==> src/rtl/backoff_timer_if.sv <==
// Control/status bundle between the MAC transmit logic and the backoff timer.
interface backoff_timer_if #(
  parameter int unsigned LFSR_WIDTH    = 16,
  parameter int unsigned BACKOFF_LIMIT = 10,
  parameter int unsigned ATTEMPT_LIMIT = 16
);
  logic                             seed_load;
  logic [LFSR_WIDTH-1:0]            seed;
  logic                             start;
  logic                             clear;
  logic                             pause;
  logic                             ready;
  logic                             expire;
  logic                             abort;
  logic [$clog2(ATTEMPT_LIMIT)-1:0] attempt;
  logic [BACKOFF_LIMIT-1:0]         slots_left;

  modport master (
    output seed_load, seed, start, clear, pause,
    input  ready, expire, abort, attempt, slots_left
  );

  modport slave (
    input  seed_load, seed, start, clear, pause,
    output ready, expire, abort, attempt, slots_left
  );
endinterface

==> src/rtl/backoff_timer.sv <==
// Truncated binary exponential backoff timer with a free-running XNOR LFSR.
module backoff_timer #(
  parameter int unsigned           LFSR_WIDTH    = 16,
  parameter logic [LFSR_WIDTH-1:0] LFSR_TAPS     = 16'hB400,
  parameter int unsigned           BACKOFF_LIMIT = 10,
  parameter int unsigned           ATTEMPT_LIMIT = 16,
  parameter int unsigned           SLOT_CYCLES   = 256
) (
  input logic            clk_i,
  input logic            rst_ni,
  backoff_timer_if.slave bus
);
  localparam int unsigned AW = $clog2(ATTEMPT_LIMIT);
  localparam int unsigned TW = $clog2(SLOT_CYCLES);
  localparam logic [AW:0]   ALIM     = ATTEMPT_LIMIT[AW:0];
  localparam logic [TW-1:0] TIMER_MAX = TW'(SLOT_CYCLES - 1);

  localparam logic [0:0] IDLE = 1'b0;
  localparam logic [0:0] WAIT = 1'b1;

  logic [0:0]               state_q, state_d;
  logic [LFSR_WIDTH-1:0]    lfsr_q, lfsr_d;
  logic [AW-1:0]            attempt_q, attempt_d;
  logic [BACKOFF_LIMIT-1:0] slots_q, slots_d;
  logic [TW-1:0]            timer_q, timer_d;
  logic                     expire_q, expire_d;
  logic                     abort_q, abort_d;

  logic [AW:0]              n_attempt;
  int unsigned              k_exp;
  logic [BACKOFF_LIMIT-1:0] draw;

  // Next attempt number and the truncated random slot draw from the current LFSR.
  always_comb begin
    n_attempt = {1'b0, attempt_q} + (AW+1)'(1);
    k_exp     = (32'(n_attempt) < BACKOFF_LIMIT) ? 32'(n_attempt) : BACKOFF_LIMIT;
    draw      = '0;
    for (int unsigned i = 0; i < BACKOFF_LIMIT; i++) begin
      draw[i] = (i < k_exp) ? lfsr_q[i] : 1'b0;
    end
  end

  // LFSR free-runs; an all-ones seed is replaced by zero to avoid XNOR lock-up.
  always_comb begin
    if (bus.seed_load) begin
      lfsr_d = (&bus.seed) ? '0 : bus.seed;
    end else begin
      lfsr_d = {lfsr_q[LFSR_WIDTH-2:0], ~^(lfsr_q & LFSR_TAPS)};
    end
  end

  // Backoff control: clear beats start, start beats slot timing.
  always_comb begin
    state_d   = state_q;
    attempt_d = attempt_q;
    slots_d   = slots_q;
    timer_d   = timer_q;
    expire_d  = 1'b0;
    abort_d   = 1'b0;
    if (bus.clear) begin
      attempt_d = '0;
      slots_d   = '0;
      timer_d   = '0;
      state_d   = IDLE;
    end else if (bus.start) begin
      if (n_attempt == ALIM) begin
        abort_d   = 1'b1;
        attempt_d = '0;
        slots_d   = '0;
        timer_d   = '0;
        state_d   = IDLE;
      end else begin
        attempt_d = n_attempt[AW-1:0];
        slots_d   = draw;
        timer_d   = '0;
        state_d   = WAIT;
      end
    end else if (state_q == WAIT && !bus.pause) begin
      if (slots_q == '0) begin
        expire_d = 1'b1;
        state_d  = IDLE;
      end else if (timer_q == TIMER_MAX) begin
        timer_d = '0;
        slots_d = slots_q - BACKOFF_LIMIT'(1);
      end else begin
        timer_d = timer_q + TW'(1);
      end
    end
  end

  // State, counters, LFSR and output pulse registers.
  always_ff @(posedge clk_i or negedge rst_ni) begin
    if (!rst_ni) begin
      state_q   <= IDLE;
      lfsr_q    <= '0;
      attempt_q <= '0;
      slots_q   <= '0;
      timer_q   <= '0;
      expire_q  <= 1'b0;
      abort_q   <= 1'b0;
    end else begin
      state_q   <= state_d;
      lfsr_q    <= lfsr_d;
      attempt_q <= attempt_d;
      slots_q   <= slots_d;
      timer_q   <= timer_d;
      expire_q  <= expire_d;
      abort_q   <= abort_d;
    end
  end

  assign bus.ready      = (state_q == IDLE);
  assign bus.expire     = expire_q;
  assign bus.abort      = abort_q;
  assign bus.attempt    = attempt_q;
  assign bus.slots_left = slots_q;
endmodule

==> src/flat_wrapper.sv <==
// flat-port wrapper written by rule: the top's interface ports become plain ports
module backoff_timer_flat 
#(
  parameter int unsigned           LFSR_WIDTH    = 16,
  parameter logic [LFSR_WIDTH-1:0] LFSR_TAPS     = 16'hB400,
  parameter int unsigned           BACKOFF_LIMIT = 10,
  parameter int unsigned           ATTEMPT_LIMIT = 16,
  parameter int unsigned           SLOT_CYCLES   = 256
)
  (clk_i, rst_ni, bus_seed_load, bus_seed, bus_start, bus_clear, bus_pause, bus_ready, bus_expire, bus_abort, bus_attempt, bus_slots_left);
  backoff_timer_if #(.LFSR_WIDTH(LFSR_WIDTH), .BACKOFF_LIMIT(BACKOFF_LIMIT), .ATTEMPT_LIMIT(ATTEMPT_LIMIT)) bus_i ();
  input logic clk_i;
  input logic rst_ni;
  input wire logic [$bits(bus_i.seed_load)-1:0] bus_seed_load;
  input wire logic [$bits(bus_i.seed)-1:0] bus_seed;
  input wire logic [$bits(bus_i.start)-1:0] bus_start;
  input wire logic [$bits(bus_i.clear)-1:0] bus_clear;
  input wire logic [$bits(bus_i.pause)-1:0] bus_pause;
  output wire logic [$bits(bus_i.ready)-1:0] bus_ready;
  output wire logic [$bits(bus_i.expire)-1:0] bus_expire;
  output wire logic [$bits(bus_i.abort)-1:0] bus_abort;
  output wire logic [$bits(bus_i.attempt)-1:0] bus_attempt;
  output wire logic [$bits(bus_i.slots_left)-1:0] bus_slots_left;
  assign bus_i.seed_load = bus_seed_load;
  assign bus_i.seed = bus_seed;
  assign bus_i.start = bus_start;
  assign bus_i.clear = bus_clear;
  assign bus_i.pause = bus_pause;
  assign bus_ready = bus_i.ready;
  assign bus_expire = bus_i.expire;
  assign bus_abort = bus_i.abort;
  assign bus_attempt = bus_i.attempt;
  assign bus_slots_left = bus_i.slots_left;
  backoff_timer #(.LFSR_WIDTH(LFSR_WIDTH), .LFSR_TAPS(LFSR_TAPS), .BACKOFF_LIMIT(BACKOFF_LIMIT), .ATTEMPT_LIMIT(ATTEMPT_LIMIT), .SLOT_CYCLES(SLOT_CYCLES)) u_core (.clk_i(clk_i), .rst_ni(rst_ni), .bus(bus_i));
endmodule
==> config.mk <==
export PLATFORM = sky130hd
export DESIGN_NAME = backoff_timer_flat
export DESIGN_NICKNAME = d
export VERILOG_FILES = /design/src/rtl/backoff_timer_if.sv /design/src/rtl/backoff_timer.sv /design/src/flat_wrapper.sv
export SDC_FILE = /design/constraint.sdc
export NUM_CORES = 1
export LEC_CHECK = 0
export CAP_MARGIN = 20
export CELL_PAD_IN_SITES_DETAIL_PLACEMENT = 0
export CELL_PAD_IN_SITES_GLOBAL_PLACEMENT = 2
export CORE_AREA = 2 2 86 121
export DETAILED_ROUTE_END_ITERATION = 10
export DIE_AREA = 0 0 88 123
export DONT_BUFFER_PORTS = 1
export GPL_TIMING_DRIVEN = 0
export PLACE_DENSITY_LB_ADDON = 0.1
export SYNTH_ARGS = -nofsm -noshare
export SYNTH_HDL_FRONTEND = slang
export SYNTH_SLANG_ARGS = --single-unit
==> constraint.sdc <==
create_clock -name clk_i -period 3 [get_ports clk_i]
set_input_delay 0.3 -clock clk_i [delete_from_list [all_inputs] [get_ports clk_i]]
set_output_delay 0.3 -clock clk_i [all_outputs]
set_load 0.01 [all_outputs]
==> Yosys cells after proc, flatten, opt, wreduce, memory -nomap -nowiden <==
Cells that the tools add are included.
{ "classes": {"n_lt_le_gt_ge": 11, "add_sub_neg": 3, "n_bitwise": 1, "n_eq_ne": 3, "muxes": 39, "reduce_logical": 12} }
{ "ops": {"columns": ["op", "count"], "rows": [
  ["$lt 3x32->1 const A", 4],
  ["$lt 1x32->1 const A", 2],
  ["$lt 2x32->1 const A", 2],
  ["$lt 4x32->1 const A", 2],
  ["$mux 10", 6],
  ["$mux 8", 5],
  ["$mux 16", 2],
  ["$mux 1", 22],
  ["$reduce_and 16->1", 1],
  ["$reduce_xnor 16->1", 1],
  ["$mux 4", 3],
  ["$logic_not 10->1", 1],
  ["$sub 10x1->10 const B", 1],
  ["$reduce_bool 3->1", 3],
  ["$add 8x1->8 const B", 1],
  ["$eq 8x8->1 const B", 1],
  ["$add 4x1->5 const B", 1],
  ["$eq 5x5->1 const B", 1],
  ["$lt 5x4->1 const B", 1],
  ["$mux 5", 1],
  ["$reduce_and 2->1", 2],
  ["$ne 3x3->1 const B", 1],
  ["$reduce_and 3->1", 1],
  ["$reduce_bool 2->1", 1],
  ["other kinds (3)", 3]
]} }
{ "totals": {"regBits": 41, "word_cells": 76, "inputBits": 22} }

==> Longest topological paths before layout <==
{ "logic_depth": {"ltp_word": 8, "depth_mapped": 8} }

==> Worst setup path before layout <==
No wires, ideal clock.
{ "synth_path": {"path_type": "reg-to-reg", "from": "register u_core.slots_q[0], in the netlist u_core.bus.slots_left[0]", "to": "register u_core.slots_q[9], in the netlist u_core.bus.slots_left[9]", "path_slack_ps": 1043, "setup_time_ps": 123, "stages_incl_launch_ff": 9, "required_time_ps": 2877, "path_buffers": 1, "arrival_ps": 1834, "cell_sequence": "dfrtp_1 > inv_1 > ha_1 > nor4b_4 > nand3_2 > and2_4 > buf_6 > o22a_1 > o221a_1"} }
{ "synth_between": {"elab_chain_cells": 6} }
{ "synth_rtl": {"columns": ["item", "line", "rtl"], "rows": [
  ["from (decl)", "backoff_timer.sv:24", "logic [BACKOFF_LIMIT-1:0] slots_q, slots_d;"],
  ["from (signal assigned)", "backoff_timer.sv:105", "slots_q <= slots_d;"],
  ["$sub 10x1->10", "backoff_timer.sv:84", "slots_d = slots_q - BACKOFF_LIMIT'(1);"],
  ["$mux 10", "backoff_timer.sv:82", "end else if (timer_q == TIMER_MAX) begin"],
  ["$mux 10", "backoff_timer.sv:79", "if (slots_q == '0) begin"],
  ["$mux 10", "backoff_timer.sv:78", "end else if (state_q == WAIT && !bus.pause) begin"],
  ["$mux 10", "backoff_timer.sv:65", "end else if (bus.start) begin"],
  ["$mux 10", "backoff_timer.sv:60", "if (bus.clear) begin"]
]} }
Parallel ways exist; a longest one is shown, timed or not. The select of a mux whose other input is x is not followed.
A chain may end at the register's enable or synchronous reset.

==> Worst setup path after layout <==
{ "layout_path": {"from": "register u_core.attempt_q[0], in the netlist u_core.bus.attempt[0]", "to": "register u_core.slots_q[8], in the netlist u_core.bus.slots_left[8]"} }
{ "layout_between": {"elab_chain_cells": 8} }
{ "layout_rtl": {"columns": ["item", "line", "rtl"], "rows": [
  ["from (decl)", "backoff_timer.sv:23", "logic [AW-1:0] attempt_q, attempt_d;"],
  ["from (signal assigned)", "backoff_timer.sv:104", "attempt_q <= attempt_d;"],
  ["$add 4x1->5 (*)", "backoff_timer.sv:35", "n_attempt = {1'b0, attempt_q} + (AW+1)'(1);"],
  ["$lt 5x4->1", "backoff_timer.sv:36", "k_exp = (32'(n_attempt) < BACKOFF_LIMIT) ? 32'(n_attempt) : BACKOFF_LIMIT;"],
  ["$mux 5", "backoff_timer.sv:36", null],
  ["$lt 4x32->1", "backoff_timer.sv:39", "draw[i] = (i < k_exp) ? lfsr_q[i] : 1'b0;"],
  ["$mux 1", "backoff_timer.sv:39", null],
  ["$mux 10 (*)", "backoff_timer.sv:66", "if (n_attempt == ALIM) begin"],
  ["$mux 10 (*)", "backoff_timer.sv:65", null],
  ["$mux 10 (*)", "backoff_timer.sv:60", null]
]} }
Every way passes the cells marked *; elsewhere a longest branch is shown, timed or not.

==> load_flow_metrics.sql <==
INSERT INTO impl_metrics (metric_group, metric, value, unit) VALUES
('critical_path', 'timing.critical_path.arrival', '2.58', 'ns'),
('pwr', 'pwr-share-clk', '41.4', '%'),
('yosys', 'yosysTopAreaCell', 'sky130_fd_sc_hd__dfrtp_1', ''),
('final_layout', 'fin_nets', '302', ''),
('yosys', 'synth.net_count', '293', ''),
('critical_path', 'crit-reg2reg-launch', 'u_core.bus.attempt[0]$_DFFE_PN0N_', ''),
('final_layout', 'layout-drive-gt1-share', '10.8', '%'),
('sta', 'finalSetupViolCount', '0', ''),
('floorplan', 'die_height', '123', 'um'),
('final_layout', 'antenna_cells_inserted', '0', ''),
('routing', 'dr_vias_cell', '4.76', ''),
('critical_path', 'startpoint_type', 'register', ''),
('routing', 'ant_nets', '0', ''),
('yosys', 'synth_seq_cells', '41', ''),
('worst_hold_path', 'hold_start', 'bus_seed_load', ''),
('placement', 'gp_congestion', '0.741', ''),
('worst_hold_path', 'hold-path-cell-count', '1', ''),
('critical_path', 'worst-r2r-cell-count', '7', ''),
('yosys', 'synth.area.top_cells', 'sky130_fd_sc_hd__dfrtp_1, sky130_fd_sc_hd__o21ai_0, sky130_fd_sc_hd__nand2_1, sky130_fd_sc_hd__inv_1, sky130_fd_sc_hd__nor2_1', ''),
('floorplan', 'total_i_o_pin_count', '39', ''),
('floorplan', 'rows', '43', ''),
('sta', 'timing.final.crit_period', '2.35', 'ns'),
('sta', 'totalNegativeSetupSlack', '0', 'ns'),
('pwr', 'peakVddDrop', '0.193', 'mV'),
('cts', 'clock_tree_root_driver_cell', 'sky130_fd_sc_hd__clkbuf_16', ''),
('critical_path', 'critPathRequiredTime', '3.23', 'ns'),
('sta', 'achievable-frequency', '0.425', 'GHz'),
('sta', 'worst-slew-pin-transition', '0.834', 'ns'),
('routing', 'routedWlPerCell', '18.0', 'um'),
('yosys', 'area_of_the_mapped_netlist', '2390', 'sq um'),
('global_routing', 'grt_pass1_vias', '2206', ''),
('global_routing', 'grt_pass1_wl', '12100', 'um'),
('routing', 'drt-pass1-iter-count', '4', ''),
('sta', 'finalMaxSlewViolations', '0', ''),
('pwr', 'fraction_of_power_consumed_by_sequential_logic', '44.0', '%'),
('cts', 'worst_skew_pair.late_latency', '0.29', 'ns'),
('floorplan', 'die_w', '88', 'um'),
('placement', 'dpl_cell_area', '2560', 'sq um'),
('yosys', 'synth-edff-count', '0', ''),
('floorplan', 'core_area', '9740', 'sq um'),
('sta', 'period_utilisation_layout', '78.4', '%'),
('sta', 'finalHoldWorstSlack', '0.113', 'ns'),
('sta', 'relSlewSlack', '43.7', '%'),
('critical_path', 'ff2ff_setup_slack', '0.65', 'ns'),
('pwr', 'power.static_leakage', '0.00117', 'uW'),
('sta', 'hold_viol_final', '0', ''),
('critical_path', 'reg2reg_to', 'u_core.bus.slots_left[8]$_DFFE_PN0P_', ''),
('cts', 'numCtsBuffers', '5', ''),
('placement', 'placement.io_buffers', '0', ''),
('global_routing', 'pin_count_of_the_biggest_net_entering_global_routing', '42', ''),
('final_layout', 'area_growth', '15.2', '%'),
('cts', 'clock_sink_count', '41', ''),
('status', 'outcome', 'completed', ''),
('critical_path', 'critical_path.max_fanout', '10', ''),
('worst_hold_path', 'hold_path.class', 'input port to register', ''),
('cts', 'cts_setup_buffers', '0', ''),
('run', 'cap_violations', '0', ''),
('sta', 'clock_skew', '0.00505', 'ns'),
('yosys', 'post_synthesis_instance_total', '268', ''),
('critical_path', 'timing.setup.critical_path_class', 'register to register', ''),
('yosys', 'netlist-cell-type-count', '59', ''),
('pwr', 'p_comb_share', '14.6', '%'),
('sta', 'grt_setup_unrepaired', 'false', ''),
('yosys', 'synth.yosys.warnings', '0', ''),
('cts', 'cts_buffer_depth', '2', ''),
('floorplan', 'die_area', '10800', 'sq um'),
('global_routing', 'antenna_violations_before_repair', '0', ''),
('yosys', 'post_synth.cell_area_avg', '8.92', 'sq um'),
('pwr', 'p_switching', '388', 'uW'),
('pwr', 'pwr_density_cell', '509', 'nW/um^2'),
('routing', 'via_count', '1965', '');
[cells in the final DEF (no fill, tap or decap), drive strengths merged, types with 3 or more instances in the layout]
| master | instances |
|---|---|
| o21ai | 24 |
| ha | 3 |
| nand4 | 10 |
| xnor2 | 7 |
| a211oi | 3 |
| nor3 | 6 |
| a21oi | 8 |
| a31oi | 7 |
| nand2b | 3 |
| nor2b | 3 |
| and2 | 4 |
| xor2 | 8 |
| nand2 | 28 |
| clkbuf | 13 |
| o22a | 3 |
| nor2 | 22 |
| a221oi | 3 |
| buf | 9 |
| dfrtp | 41 |
| a31o | 3 |
| nand3 | 7 |
| inv | 27 |
[power by group through the flow]
stage / logic (uW) / registers (uW) / clock network, uW
after global placement: 195 / 628 / 0
after detailed placement: 192 / 628 / 0
final: 205 / 617 / 580
after CTS: 212 / 618 / 605
after floorplan: 143 / 619 / 0
after global routing: 235 / 622 / 633
[cell type report]
type / instances / area (sq um)
well taps: 135 / 169
multi-input cells: 186 / 1190
clock buffers: 7 / 153
inverters: 27 / 101
repair buffers: 2 / 37.5
fillers: 1076 / 6980
clock inverters: 1 / 5.00
plain buffers: 14 / 67.6
flip-flops and latches: 41 / 1030
[critical path, stage by stage, from the launching register on]
cell and delay, ns:
sky130_fd_sc_hd__dfrtp_1 0.44, sky130_fd_sc_hd__ha_1 0.27, sky130_fd_sc_hd__buf_2 0.20, sky130_fd_sc_hd__nor3b_1 0.22, sky130_fd_sc_hd__o21ai_0 0.11, sky130_fd_sc_hd__a2111oi_0 0.66
sky130_fd_sc_hd__o22a_2 0.27, sky130_fd_sc_hd__o22a_1 0.12
[Yosys cell counts (3+ instances only)]
master                     count
sky130_fd_sc_hd__dfrtp_1      41
sky130_fd_sc_hd__nand2_1      28
sky130_fd_sc_hd__inv_1        27
sky130_fd_sc_hd__o21ai_0      24
sky130_fd_sc_hd__nor2_1       22
sky130_fd_sc_hd__nand4_1      10
sky130_fd_sc_hd__a21oi_1       8
sky130_fd_sc_hd__xor2_1        8
sky130_fd_sc_hd__xnor2_1       7
sky130_fd_sc_hd__a31oi_1       6
sky130_fd_sc_hd__buf_2         6
sky130_fd_sc_hd__clkbuf_1      6
sky130_fd_sc_hd__nand3_1       6
sky130_fd_sc_hd__nor3_1        4
sky130_fd_sc_hd__a211oi_1      3
sky130_fd_sc_hd__ha_1          3
sky130_fd_sc_hd__nand2b_1      3
sky130_fd_sc_hd__nor2b_1       3
[repair_timing]
item / CTS / global route
resized for setup: 0 / 0
hold endpoints to repair: 41 / 0
hold buffers: 2 / 0
[worst max-delay path by stage]
stage	startpoint	to	slack [ns]
after floorplan	u_core.bus.slots_left[0]$_DFFE_PN0P_	u_core.bus.slots_left[9]$_DFFE_PN0P_	1.04
after global placement	u_core.bus.slots_left[0]$_DFFE_PN0P_	u_core.bus.slots_left[5]$_DFFE_PN0P_	0.67
after detailed placement	u_core.bus.slots_left[0]$_DFFE_PN0P_	u_core.bus.slots_left[9]$_DFFE_PN0P_	0.69
after CTS	u_core.bus.slots_left[0]$_DFFE_PN0P_	u_core.bus.slots_left[9]$_DFFE_PN0P_	0.66
after global routing	u_core.bus.attempt[0]$_DFFE_PN0N_	u_core.bus.slots_left[8]$_DFFE_PN0P_	0.45
final	u_core.bus.attempt[0]$_DFFE_PN0N_	u_core.bus.slots_left[8]$_DFFE_PN0P_	0.65
[state kept, by name, summed over array words and instances, names as in the netlist]
name                   cells
u_core.bus.slots_left     10
u_core.bus.attempt         4
u_core.bus.abort           1
u_core.lfsr_q             16
u_core.state_q             1
u_core.timer_q             8
u_core.bus.expire          1
[stage by stage]
stage                     total power (uW)  worst slack [ns]  util (%)
after floorplan                        762              1.04         -
after CTS                             1430             0.657      28.3
after global routing                  1490             0.448      28.3
final                                 1400             0.649      28.3
after detailed placement               820             0.691      26.3
after global placement                 822             0.667      26.3
[cell families (layout without fill, tap and decap cells)]
group / after synthesis / after routing / share of synthesized area (%)
buffers and inverters: 41 / 51 / 7.07
AND/OR/NAND/NOR: 96 / 96 / 21.2
multiplexers: 1 / 1 / 0.419
adder cells (fa/ha/maj): 3 / 3 / 1.57
flip-flops: 41 / 41 / 42.9
XOR/XNOR: 15 / 15 / 5.50
AO/OA/AOI/OAI: 71 / 71 / 21.3
[metal layers]
metal | GRT usage, % | part of all wire, %
met1 | 16.1 | 39
met2 | 28.7 | 56
met3 | 3.40 | 3.8
met4 | 5.19 | 1.6
met5 | 0 | 0
No activity file was read; power rests on OpenSTA's default activity.
